==> config.mk <==
export PLATFORM = sky130hd
export DESIGN_NAME = operand_fetch_stage
export DESIGN_NICKNAME = d
export VERILOG_FILES = /design/src/rtl/simplerisc_pkg.sv /design/src/rtl/operand_imm_gen.sv /design/src/rtl/operand_fetch_stage.sv
export SDC_FILE = /design/constraint.sdc
export NUM_CORES = 1
export LEC_CHECK = 0
export ABC_AREA = 1
export BUFFER_PORTS_ARGS = -buffer_cell sky130_fd_sc_hd__buf_2
export CAP_MARGIN = 10
export CORE_AREA = 2 2 147 149
export CTS_CLUSTER_SIZE = 16
export DETAILED_ROUTE_END_ITERATION = 16
export DIE_AREA = 0 0 149 151
export PLACE_DENSITY = 0.76
export SLEW_MARGIN = 20
export SYNTH_ARGS = -nofsm -noshare
export SYNTH_HDL_FRONTEND = slang
export SYNTH_SLANG_ARGS = --single-unit
export TNS_END_PERCENT = 10
==> constraint.sdc <==
create_clock -name clk -period 14.11 [get_ports clk]
set_input_delay 2.1165 -clock clk [delete_from_list [all_inputs] [get_ports clk]]
set_output_delay 2.1165 -clock clk [all_outputs]
set_load 0.02 [all_outputs]
==> src/rtl/simplerisc_pkg.sv <==
// rtl/simplerisc_pkg.sv - SimpleRISC opcodes, instruction field positions and immediate modifiers
package simplerisc_pkg;

  typedef enum logic [4:0] {
    OP_ADD  = 5'b00000,
    OP_SUB  = 5'b00001,
    OP_MUL  = 5'b00010,
    OP_DIV  = 5'b00011,
    OP_MOD  = 5'b00100,
    OP_CMP  = 5'b00101,
    OP_AND  = 5'b00110,
    OP_OR   = 5'b00111,
    OP_NOT  = 5'b01000,
    OP_MOV  = 5'b01001,
    OP_LSL  = 5'b01010,
    OP_LSR  = 5'b01011,
    OP_ASR  = 5'b01100,
    OP_NOP  = 5'b01101,
    OP_LD   = 5'b01110,
    OP_ST   = 5'b01111,
    OP_BEQ  = 5'b10000,
    OP_BGT  = 5'b10001,
    OP_B    = 5'b10010,
    OP_CALL = 5'b10011,
    OP_RET  = 5'b10100
  } opcode_e;

  typedef enum logic [1:0] {
    MOD_SEXT  = 2'b00,
    MOD_ZEXT  = 2'b01,
    MOD_HIGH  = 2'b10,
    MOD_SEXT2 = 2'b11
  } imm_mod_e;

  localparam int OPC_MSB = 31;
  localparam int OPC_LSB = 27;
  localparam int I_BIT   = 26;
  localparam int RD_MSB  = 25;
  localparam int RD_LSB  = 22;
  localparam int RS1_MSB = 21;
  localparam int RS1_LSB = 18;
  localparam int RS2_MSB = 17;
  localparam int RS2_LSB = 14;
  localparam int MOD_MSB = 17;
  localparam int MOD_LSB = 16;
  localparam int IMM_MSB = 15;

  localparam int RA_IDX_DEFAULT = 15;

  // Branch-class opcodes carry a 27-bit offset instead of an imm16
  function automatic logic is_branch(input logic [4:0] op);
    return (op == OP_B) || (op == OP_BEQ) || (op == OP_BGT) || (op == OP_CALL);
  endfunction

endpackage

==> src/rtl/operand_imm_gen.sv <==
// rtl/operand_imm_gen.sv - combinational immediate extender (instr -> imm32)
module operand_imm_gen
  import simplerisc_pkg::*;
#(
  parameter int XLEN = 32
) (
  input  logic [XLEN-1:0] i_instr,
  output logic [XLEN-1:0] o_imm
);

  logic [4:0]  w_opcode;
  logic [1:0]  w_mod;
  logic [15:0] w_imm16;

  assign w_opcode = i_instr[OPC_MSB:OPC_LSB];
  assign w_mod    = i_instr[MOD_MSB:MOD_LSB];
  assign w_imm16  = i_instr[IMM_MSB:0];

  // Select the extension: branch offsets first, otherwise by modifier
  always_comb begin
    o_imm = {{(XLEN-16){w_imm16[15]}}, w_imm16};
    if (is_branch(w_opcode)) begin
      o_imm = {{(XLEN-27){i_instr[I_BIT]}}, i_instr[I_BIT:0]};
    end else begin
      case (w_mod)
        MOD_ZEXT: o_imm = {{(XLEN-16){1'b0}}, w_imm16};
        MOD_HIGH: o_imm = XLEN'({w_imm16, 16'h0000});
        default:  o_imm = {{(XLEN-16){w_imm16[15]}}, w_imm16};
      endcase
    end
  end

endmodule

==> src/rtl/operand_fetch_stage.sv <==
// rtl/operand_fetch_stage.sv - SimpleRISC operand fetch: RF read, forwarding, load-use stall, OF/EX latch
module operand_fetch_stage
  import simplerisc_pkg::*;
#(
  parameter int XLEN   = 32,
  parameter int RA_IDX = RA_IDX_DEFAULT
) (
  input  logic            clk,
  input  logic            reset,
  input  logic            if_valid,
  output logic            if_ready,
  input  logic [XLEN-1:0] if_instr,
  input  logic [XLEN-1:0] if_pc,
  output logic [3:0]      rf_addr1,
  output logic [3:0]      rf_addr2,
  input  logic [XLEN-1:0] rf_data1,
  input  logic [XLEN-1:0] rf_data2,
  input  logic            ex_fwd_valid,
  input  logic [3:0]      ex_fwd_rd,
  input  logic [XLEN-1:0] ex_fwd_data,
  input  logic            ex_fwd_is_ld,
  input  logic            wb_fwd_valid,
  input  logic [3:0]      wb_fwd_rd,
  input  logic [XLEN-1:0] wb_fwd_data,
  input  logic            flush,
  input  logic            ex_ready,
  output logic            of_valid,
  output logic [XLEN-1:0] of_pc,
  output logic [XLEN-1:0] of_instr,
  output logic [XLEN-1:0] of_op1,
  output logic [XLEN-1:0] of_op2,
  output logic [XLEN-1:0] of_imm,
  output logic [3:0]      of_rd
);

  logic [4:0]      w_opcode;
  logic [3:0]      w_rd;
  logic [3:0]      w_rs1;
  logic [3:0]      w_rs2;
  logic            w_ex_hit1;
  logic            w_ex_hit2;
  logic            w_wb_hit1;
  logic            w_wb_hit2;
  logic [XLEN-1:0] w_op1;
  logic [XLEN-1:0] w_op2;
  logic [XLEN-1:0] w_imm;
  logic            w_stall;
  logic            w_accept;

  logic            r_valid;
  logic [XLEN-1:0] r_pc;
  logic [XLEN-1:0] r_instr;
  logic [XLEN-1:0] r_op1;
  logic [XLEN-1:0] r_op2;
  logic [XLEN-1:0] r_imm;
  logic [3:0]      r_rd;

  assign w_opcode = if_instr[OPC_MSB:OPC_LSB];
  assign w_rd     = if_instr[RD_MSB:RD_LSB];
  assign w_rs1    = if_instr[RS1_MSB:RS1_LSB];
  assign w_rs2    = if_instr[RS2_MSB:RS2_LSB];

  // ret reads the return-address register; st reads its data register through port 2
  assign rf_addr1 = (w_opcode == OP_RET) ? 4'(RA_IDX) : w_rs1;
  assign rf_addr2 = (w_opcode == OP_ST)  ? w_rd       : w_rs2;

  // A load in EX has no data yet, so it never forwards; it stalls instead
  assign w_ex_hit1 = ex_fwd_valid && !ex_fwd_is_ld && (ex_fwd_rd == rf_addr1);
  assign w_ex_hit2 = ex_fwd_valid && !ex_fwd_is_ld && (ex_fwd_rd == rf_addr2);
  assign w_wb_hit1 = wb_fwd_valid && (wb_fwd_rd == rf_addr1);
  assign w_wb_hit2 = wb_fwd_valid && (wb_fwd_rd == rf_addr2);

  assign w_op1 = w_ex_hit1 ? ex_fwd_data : (w_wb_hit1 ? wb_fwd_data : rf_data1);
  assign w_op2 = w_ex_hit2 ? ex_fwd_data : (w_wb_hit2 ? wb_fwd_data : rf_data2);

  // Conservative: both read ports are compared even if the opcode uses only one
  assign w_stall  = if_valid && ex_fwd_valid && ex_fwd_is_ld &&
                    ((ex_fwd_rd == rf_addr1) || (ex_fwd_rd == rf_addr2));
  assign if_ready = (!r_valid || ex_ready) && !w_stall && !flush;
  assign w_accept = if_valid && if_ready;

  operand_imm_gen #(.XLEN(XLEN)) u_imm_gen (
    .i_instr (if_instr),
    .o_imm   (w_imm)
  );

  // OF/EX latch: flush squashes, accept loads, a drained slot becomes a bubble
  always_ff @(posedge clk or posedge reset) begin
    if (reset) begin
      r_valid <= 1'b0;
      r_pc    <= '0;
      r_instr <= '0;
      r_op1   <= '0;
      r_op2   <= '0;
      r_imm   <= '0;
      r_rd    <= '0;
    end else if (flush) begin
      r_valid <= 1'b0;
    end else if (w_accept) begin
      r_valid <= 1'b1;
      r_pc    <= if_pc;
      r_instr <= if_instr;
      r_op1   <= w_op1;
      r_op2   <= w_op2;
      r_imm   <= w_imm;
      r_rd    <= w_rd;
    end else if (ex_ready) begin
      r_valid <= 1'b0;
    end
  end

  assign of_valid = r_valid;
  assign of_pc    = r_pc;
  assign of_instr = r_instr;
  assign of_op1   = r_op1;
  assign of_op2   = r_op2;
  assign of_imm   = r_imm;
  assign of_rd    = r_rd;

endmodule

==> metrics.sh <==
GLOBALROUTEOVERFLOWTOTAL=0
NUM_IO_PINS=382
MAX_SLEW.WORST_PIN.SLEW_NS=0.940
CTS_MAX_LEVEL=4
FIRST_PASS_ITERS=6
DIEHEIGHT_UM=151
CLOCK-SKEW-FINAL_NS=0.0105
CTS.REPORTEDPATHS.CLKPINSLEW_NS=0.06
HOLD_VIOL_FINAL=0
SYNTH_SIMPLE_GATE_AREA_SHARE_PCT=37.9
R2R_START='of_valid'
ANTENNA_FOUND_INITIAL=7
CRITPATHTOPFAMILY='simple AND/OR/NAND/NOR gates'
WORST_HOLD_PATH_TYPE='reg2reg'
SLEW_VIOLATIONS=0
SETUP_TNS_NS=0
SYN-CELL-AREA_UM2=9140
FINAL_MIN_PERIOD_OVER_CLOCK_PERIOD_PCT=45.3
VIAS=10100
CRITICAL_PATH.N_BUFFERS_INVERTERS=5
COMPOUND_GATE_PORTION_OF_THE_SYNTHESIZED_AREA_PCT=6.10
SYNTH.YOSYS.SEQ_AREA_SHARE_PCT=44.1
SLOWEST_CELL_ON_THE_CRITICAL_PATH='sky130_fd_sc_hd__nand4_1'
CPPEAKSTAGEDELAY_NS=0.44
LAUNCHING_ELEMENT_TYPE_OF_THE_CRITICAL_PATH='input port'
DIEWIDTH_UM=149
TOTAL_WIRELENGTH_OF_THE_DETAILED_ROUTED_DESIGN_MM=32.8
SYNTH_FA_HA_AREA_SHARE_PCT=0.274
SYN-MEAN-INSTANCE-AREA_UM2=7.05
YOSYS_WARNINGS=0
SEQCELLAREA_UM2=4030
IR_DROP_uV=75.2
PORT_BUFFERS=381
ROUTE.DETAILED.VIAS_PER_INST=5.30
FINAL_ANTENNA_NET_COUNT=0
LARGEST_FAMILY_OF_LOGIC_CELLS_BY_SYNTHESIZED_AREA='simple AND/OR/NAND/NOR gates'
NFILLCELLS=2032
HOLD_PATH.STARTPOINT='of_op2[31]'
GROUTE.USAGE.OVERALL_PCT=28.1
CLOCKBUFFERDEPTH=2
WORST-PATH-MAX-FANOUT=34
CLOCK-ROOT-BUFFER='sky130_fd_sc_hd__clkbuf_16'
POST_SYNTH_MUX_AREA_SHARE_PCT=0
CP-STARTPOINT='if_instr[30]'
SYN2LAYOUT_AREA_GROWTH_PCT=27.3
TRITONCTS='yes'
FINALSETUPVIOLATIONS=0
STDCELL_COUNT=1912
CRIT_CHAIN='buf_2 > inv_1 > nand4_1 > nand2_1 > nand2_1 > nand2_1 > nand2_1 > inv_2 > nand2_1 > nand2_1 > nand2_1 > nand2_1 > inv_1 > buf_2'
CTS_HOLD_FIX_BUFS=0
PLACED_INSTS=1875
GP_CONGESTION=0.910
LAYOUT-DRIVE-GT1-SHARE_PCT=27.5
END_KIND='output port'
POST-CTS-SETUP-BUFFER-COUNT=0
RESULT_OF_THE_RUN='complete, no violations'
WORSTPATHARRIVAL_NS=4.27
ROUTED_WIRE_LENGTH_PER_INSTANCE_UM=17.1
P_PER_AREA_nW_PER_UM2=127
FP-ROW-COUNT=53
TIMING.MAX_SLEW.REL_SLACK_PCT=37.3
WORSTSKEWPAIRLATENCY_NS=0.43
START_UTIL_PCT=43.9
FIN_WORST_HOLD_SLACK_NS=0.473
NUMBER_OF_BUFFERS_ADDED_BY_THE_CLOCK_TREE_SYNTHESIS_STEP=17
LIBRARY_CELL_APPEARING_MOST_OFTEN_ON_THE_CRITICAL_PATH='sky130_fd_sc_hd__nand2_1'
SYNTH_XOR_XNOR_AREA_SHARE_PCT=0
TIMING.FINAL.CRIT_PERIOD_NS=6.39
REQUIRED_NS=11.99
POSTSYNTHCELLCOUNT=1297
MAXIMUM_NUMBER_OF_PINS_ON_ONE_NET_BEFORE_GLOBAL_ROUTE_REPAIR=104
FLOORPLAN.DIE_AREA_UM2=22500
GRT_SETUP_UNREPAIRED='no'
TIMING.SETUP.CRITICAL_PATH_CLASS='in2out'
POST-LAYOUT-TOTAL-POWER_mW=1.48
MAXCLOCKFREQUENCY_MHz=157
SYNTH_SEQ_CELLS=161
VIA_COUNT_OF_THE_FIRST_GLOBAL_ROUTING_PASS=9473
MAXCAPVIOLCOUNT=0
STATIC_LEAKAGE_nW=6.95
FINISH.NET_COUNT=1829
GRT_FIRST_PASS_WIRELENGTH_MM=49.5
DETAIL_ROUTE.ITER0.VIOLATIONS=916
YOSYS.CELL_TYPES.COUNT=24
DETAILED_PLACE_HPWL_MM=23.3
SYN-NUM-NETS=1507
CTS-RESIZED-GATES=0
MULTI_INPUT_COMB_AREA_UM2=4070
NUMCLOCKSINKS=161
ROUTE.DETAILED.DRC=0
CORE_REGION_AREA_UM2=20800
## layer usage
metal	global-route usage (%)	up-vias	share of wire [%]	wire [µm]
met5	0	-	0.067	22
met4	13.9	4	4.4	1450
met3	5.51	104	9.2	3020
met2	44.4	601	46	15000
met1	37.1	4605	41	13300
li1	-	4820	-	-
## cell type report
cell class / instances / area share (%)
antenna: 5 / 0.108
inverter: 143 / 4.67
tap: 275 / 2.96
clock buffer: 18 / 3.77
sequential: 161 / 34.6
clock inverter: 14 / 1.33
timing repair buffer: 399 / 17.5
multi-input combinational: 897 / 35.0
## registers in the layout (all words and copies together), names as in the netlist
signal    cells
of_imm       32
of_instr     32
of_op1       32
of_op2       32
of_pc        32
of_valid      1
## cells in the mapped netlist, drive strengths merged
cell type	instances	area (µm²)
a21oi	7	35.0
buf	44	337
clkbuf	52	195
clkinv	1	3.75
dfrtp	161	4030
ha	2	25.0
inv	142	533
nand2	548	2060
nand3	94	475
nand4	129	807
nor2	23	106
nor3	1	10.0
o21ai	65	325
o21bai	2	15.0
o22ai	10	62.6
o31ai	16	120
## metrics by stage
stage | setup WS [ns] | instance area, µm² | util (%)
final | 7.72 | 11600 | 55.9
after global routing | 7.44 | 11600 | 55.9
after CTS | 7.76 | 11600 | 55.8
after detailed placement | 7.76 | 11000 | 53.0
after global placement | 7.78 | 11000 | 53.0
after floorplan | 7.65 | 9140 | -
## report_power, final
part           leakage, nW  total (mW)  switching (mW)  internal [mW]
clock network        0.294       0.467           0.224          0.243
registers             2.01       0.583          0.0445          0.539
logic                 4.65       0.432           0.296          0.136
total                 6.95        1.48           0.564          0.918
## worst min-delay path: cells and delay by family, from the launching register on
kind / cells / cell delay (ns)
flops: 1 / 0.34
simple gates: 2 / 0.10
## cells in the final DEF, fill, tap and decap left out, types with 2 or more instances in the layout
| cell | count |
|---|---|
| sky130_fd_sc_hd__clkbuf_16 | 17 |
| sky130_fd_sc_hd__diode_2 | 5 |
| sky130_fd_sc_hd__nand2_1 | 545 |
| sky130_fd_sc_hd__clkinv_8 | 2 |
| sky130_fd_sc_hd__a21oi_1 | 7 |
| sky130_fd_sc_hd__nand2_2 | 3 |
| sky130_fd_sc_hd__nand3_1 | 93 |
| sky130_fd_sc_hd__o22ai_1 | 10 |
| sky130_fd_sc_hd__buf_4 | 18 |
| sky130_fd_sc_hd__ha_1 | 2 |
| sky130_fd_sc_hd__nor2_2 | 6 |
| sky130_fd_sc_hd__nor2_4 | 3 |
| sky130_fd_sc_hd__o21ai_1 | 44 |
| sky130_fd_sc_hd__nor2_1 | 14 |
| sky130_fd_sc_hd__inv_8 | 7 |
| sky130_fd_sc_hd__inv_6 | 3 |
| sky130_fd_sc_hd__o31ai_1 | 16 |
| sky130_fd_sc_hd__nand4_1 | 129 |
| sky130_fd_sc_hd__dfrtp_1 | 161 |
| sky130_fd_sc_hd__inv_1 | 139 |
| sky130_fd_sc_hd__o21ai_0 | 21 |
| sky130_fd_sc_hd__o21bai_1 | 2 |
| sky130_fd_sc_hd__clkinv_4 | 3 |
| sky130_fd_sc_hd__buf_2 | 381 |
## path summary, 6_finish.rpt
check | endpoint | slack [ns] | cells after the start
setup / recovery | if_ready | 7.72 | 14
hold / removal | of_op2[31] | 0.47 | 2
setup reg to reg | of_pc[0] | 10.93 | 6
hold reg to reg | of_op2[31] | 0.47 | 2
max in group asynchronous | of_pc[2] | 10.84 | 3
min in group asynchronous | of_pc[0] | 1.86 | 2
## kinds of logic (layout without fill, tap and decap cells)
logic type               Yosys count  count (layout)
adder cells (fa/ha/maj)            2               2
flip-flops                       161             161
other                              0               5
buffers and inverters            239             574
AND/OR/NAND/NOR                  795             795
AO/OA/AOI/OAI                    100             100
Power figures use the tool's default switching activity.
